===== src/rtl/ysyx_22050243_wb_arbiter.sv =====
// Writeback arbiter: merges EXU and LSU results onto the single GPR write port
// using round-robin valid/ready handshakes, with a registered write port and a retire counter.
module ysyx_22050243_wb_arbiter #(
  parameter int ADDR_WIDTH = 5,
  parameter int DATA_WIDTH = 64
) (
  input  logic                  clk,
  input  logic                  rst,
  input  logic                  wb_stall,
  input  logic                  exu_valid,
  output logic                  exu_ready,
  input  logic [ADDR_WIDTH-1:0] exu_rd,
  input  logic [DATA_WIDTH-1:0] exu_data,
  input  logic                  lsu_valid,
  output logic                  lsu_ready,
  input  logic [ADDR_WIDTH-1:0] lsu_rd,
  input  logic [DATA_WIDTH-1:0] lsu_data,
  output logic                  w_en,
  output logic [ADDR_WIDTH-1:0] w_addr,
  output logic [DATA_WIDTH-1:0] w_data,
  output logic                  wb_src,
  output logic                  wb_fire,
  output logic [63:0]           retire_cnt
);

  localparam logic GRANT_EXU = 1'b0;
  localparam logic GRANT_LSU = 1'b1;

  logic last_grant;
  logic exu_fire;
  logic lsu_fire;

  // On a tie the source opposite the previous winner is granted.
  always_comb begin
    exu_ready = 1'b0;
    lsu_ready = 1'b0;
    if (!rst && !wb_stall) begin
      if (exu_valid && lsu_valid) begin
        if (last_grant == GRANT_LSU) exu_ready = 1'b1;
        else                         lsu_ready = 1'b1;
      end else begin
        exu_ready = exu_valid;
        lsu_ready = lsu_valid;
      end
    end
  end

  assign exu_fire = exu_valid && exu_ready;
  assign lsu_fire = lsu_valid && lsu_ready;

  always_ff @(posedge clk) begin
    if (rst) begin
      w_en       <= 1'b0;
      w_addr     <= '0;
      w_data     <= '0;
      wb_src     <= GRANT_EXU;
      wb_fire    <= 1'b0;
      retire_cnt <= '0;
      last_grant <= GRANT_LSU;
    end else begin
      w_en    <= 1'b0;
      wb_fire <= exu_fire || lsu_fire;
      if (lsu_fire) begin
        w_en       <= (lsu_rd != '0);
        w_addr     <= lsu_rd;
        w_data     <= lsu_data;
        wb_src     <= GRANT_LSU;
        last_grant <= GRANT_LSU;
        retire_cnt <= retire_cnt + 64'd1;
      end else if (exu_fire) begin
        w_en       <= (exu_rd != '0);
        w_addr     <= exu_rd;
        w_data     <= exu_data;
        wb_src     <= GRANT_EXU;
        last_grant <= GRANT_EXU;
        retire_cnt <= retire_cnt + 64'd1;
      end
    end
  end

endmodule


===== config.mk =====
export PLATFORM = sky130hd
export DESIGN_NAME = ysyx_22050243_wb_arbiter
export DESIGN_NICKNAME = d
export VERILOG_FILES = /design/src/rtl/ysyx_22050243_wb_arbiter.sv
export SDC_FILE = /design/constraint.sdc
export NUM_CORES = 1
export LEC_CHECK = 0
export BUFFER_PORTS_ARGS = -buffer_cell sky130_fd_sc_hd__buf_2
export CAP_MARGIN = 20
export CELL_PAD_IN_SITES_DETAIL_PLACEMENT = 0
export CELL_PAD_IN_SITES_GLOBAL_PLACEMENT = 1
export CORE_ASPECT_RATIO = 1.4
export CORE_MARGIN = 3
export CORE_UTILIZATION = 33
export DETAILED_ROUTE_END_ITERATION = 7
export HOLD_SLACK_MARGIN = 0.02
export PLACE_DENSITY = 0.85
export SLEW_MARGIN = 10
export SYNTH_ARGS = -nofsm -noshare
export SYNTH_HDL_FRONTEND = slang
export SYNTH_SLANG_ARGS = --single-unit

===== constraint.sdc =====
create_clock -name clk -period 3 [get_ports clk]
set_input_delay 0.6 -clock clk [delete_from_list [all_inputs] [get_ports clk]]
set_output_delay 0.6 -clock clk [all_outputs]
set_load 0.005 [all_outputs]

==> flow_summary_export.csv <==
group,metric,value,unit
outcome,status,"finished with violations",
outcome,violations,"DRC",
floorplan,dieHeight,166,µm
floorplan,initial_core_util,0.342,
synthesis,syn_area,6020,µm²
setup_path,crit_top_cell,"nand2_1",
global_route,first_global_vias,6122,
placed_design,placed_area,7660,µm²
pwr,p_int,3.15,mW
pwr,pwr-share-seq,0.460,
synthesis,ys_seq_area_frac,0.456,
setup_path,cp.buffers_inverters,0,
clocking,cts_resized,0,
final_layout,drive_gt1_frac,0.343,
setup_path,cp.required,3.33,ns
clocking,cts_setup_buffers,0,
synthesis,synthCells,690,
floorplan,die_x,120,µm
pwr,leakage,3.43,nW
placed_design,hpwl,15000,µm
pwr,power_frac_clock,0.455,
routing,vias,6247,
setup_path,critPathCaptureType,"register",
hold_path,min_path_cells,3,
setup_path,r2r_slack,0.62,ns
placed_design,place_ws,0.336,ns
synthesis,ys_top_cells_by_count,"137 x dfxtp_1, 72 x nand2_1, 68 x nor2_1",
synthesis,synth_cell_types,42,
clocking,insertion_delay,0.42,ns
final_layout,finalInstanceArea,8190,µm²
clocking,cts_buffer_depth,2,
pwr,pwr-share-comb,0.085,
synthesis,synth_area_leaders,"dfxtp_1 46%, mux2i_1 6.7%, a222oi_1 4.8%",
routing,viasPerCell,5.17,
pwr,peakVddDrop,0.304,mV
synthesis,synth_top_family_by_area,"simple AND/OR/NAND/NOR gates",
timing,final.setup_skew,0.0120,ns
global_route,antenna_found_initial,0,
setup_path,path_depth,5,
clocking,cts_tree,"yes",
timing,worst_slew_pin_slew,1.06,ns
setup_path,critPathMaxFanout,12,
timing,maxSlewHeadroom,0.293,
flow_run,cap_violations,0,
final_layout,diodes,0,
placed_design,place_congestion,0.840,
timing,post-route-period-util,0.795,
floorplan,core-area,17600,µm²
timing,period_minus_slack,2.38,ns
pwr,powerDensity,508,nW/µm²
hold_path,min_path_type,"in2reg",
final_layout,nNetsFinal,1104,
global_route,grt_overflow,0,
timing,setup_viol,0,
synthesis,synth_top_area_cell,"dfxtp_1",
synthesis,synth_compound_area_frac,0.156,
routing,ant_nets,0,
synthesis,yosys_warnings,0,
clocking,clk_pin_slew_worst_paths,0.07,ns
synthesis,syn_avg_cell_area,8.72,µm²
setup_path,slowest_delay,0.57,ns
routing,drt_iter0_markers,365,
setup_path,slowest_stage,"or4_1",
final_layout,syn_to_final_growth,36.2,%
setup_path,crit_type,"reg2reg",
timing,max_freq,419,MHz
setup_path,ff2ff_path_depth,5,
synthesis,synth_adder_area_share,0.00208,
timing,rsz0062_at_grt,"no",
setup_path,worstPathCellList,"nand2_1 > nor4_1 > nand2_1 > or4_1 > a21oi_1",
routing,drt_wl_total,20000,µm
setup_path,crit_family,"simple AND/OR/NAND/NOR gates",
setup_path,startpoint_type,"register",
synthesis,synth_mux_area_frac,0.0666,
global_route,grt_max_degree,97,
synthesis,ys_ff_latch,137,
clocking,root_buffer,"clkbuf_16",
synthesis,synth_edf_count,0,
setup_path,arrival,2.72,ns
placed_design,io_buffer_count,280,
synthesis,synth_xor_area_frac,0.0379,
pwr,switching_share,0.243,
timing,hold_viol,0,
clocking,cts-hold-fix-buffers,0,
routing,firstDrtPassIters,8,
floorplan,placementRows,57,
clocking,cts-htree-levels,4,
pwr,switching_power,1.01,mW
synthesis,yosysTopAreaCellShare,0.456,
global_route,grt_pass1_wl,31500,µm
routing,drc_errors,2,
clocking,numCtsBuffers,17,
floorplan,dieArea,19900,µm²
synthesis,ys.flop_type,"dfxtp_1",
synthesis,syn_nets,834,
pwr,finalPower,4.16,mW
timing,slew_viol_final,0,
timing,worst_slack,0.615,ns
timing,finalSetupTns,0,ns
synthesis,async_reset_ff_frac,0,
routing,wl_per_cell,16.5,µm
global_route,track_usage,0.195,
floorplan,io_pins,281,
clocking,cts.sinks,137,
synthesis,yosys.cell_count.top_type,"dfxtp_1",
synthesis,yosys.area_share.simple,0.250,
-- registers in the layout (all words and copies together) (netlist names) --
register,count
w_data,64
last_grant,1
wb_src,1
w_addr,5
retire_cnt,64
wb_fire,1
w_en,1
-- area by class of cell --
class	instances	area, µm²
Tap cell	236	295
Timing Repair Buffer	291	1490
Sequential cell	137	2740
Fill cell	1804	9420
Inverter	10	37.5
Clock inverter	11	75.1
Clock buffer	20	457
Multi-Input combinational cell	503	3100
-- placed cells by master, fill, tap and decap left out, drive strengths merged, types with 2 or more instances in the layout --
cell type	instances
and2	4
nand2	72
o31ai	10
and3	10
clkinv	6
nand4bb	3
nor4	13
nor3	15
xnor2	13
a222oi	29
o21ai	60
dfxtp	137
nand4b	3
nand4	24
nand3	28
xor2	13
and4	5
buf	291
or3	20
nand2b	2
or2	6
clkbuf	20
clkinvlp	5
mux2i	40
inv	10
or4	16
o41ai	6
nor2	68
a21oi	37
-- layer usage --
metal	vias to the layer above	GRT usage	wire length (µm)
li1	3104	-	-
met1	2899	0.213	7600
met2	219	0.362	10800
met3	25	0.0484	1250
met4	0	0.0638	344
met5	-	0	0
-- metrics by stage --
step | instances | util | hold WS [ns]
after floorplan | 690 | - | 0.439
after global placement | 1177 | 0.435 | 0.428
after detailed placement | 1177 | 0.435 | 0.437
after CTS | 1208 | 0.465 | 0.418
after global routing | 1208 | 0.465 | 0.433
final | 1208 | 0.465 | 0.437
-- final timing paths --
kind,from,endpoint
min reg2reg,w_data[30]$_SDFFE_PP0P_,w_data[30]$_SDFFE_PP0P_
min,exu_data[53],w_data[53]$_SDFFE_PP0P_
max,retire_cnt[28]$_SDFFE_PP0P_,retire_cnt[63]$_SDFFE_PP0P_
max reg2reg,retire_cnt[28]$_SDFFE_PP0P_,retire_cnt[63]$_SDFFE_PP0P_
-- kinds of logic after synthesis --
group	after synthesis
buffers and inverters	50
muxes	40
DFF	137
xor gates and xnor gates	26
adders and majority gates	1
and+or+nand+nor	290
AOI/OAI and AO/OA	146
-- power by group through the flow --
| stage | Clock [mW] | Sequential [mW] | Combinational (mW) |
|---|---|---|---|
| after floorplan | 0 | 1.96 | 0.143 |
| after global placement | 0 | 1.95 | 0.355 |
| after detailed placement | 0 | 1.95 | 0.359 |
| after CTS | 1.94 | 1.92 | 0.359 |
| after global routing | 2.03 | 1.92 | 0.395 |
| final | 1.89 | 1.92 | 0.354 |
-- worst register-to-register path, stage by stage (launching register included) --
cell and delay [ns]:
dfxtp_1 0.45, nand2_1 0.26, nor4_1 0.54, nand2_1 0.35, or4_1 0.57, a21oi_1 0.14
Note: power is estimated with default switching activity, not from simulation.
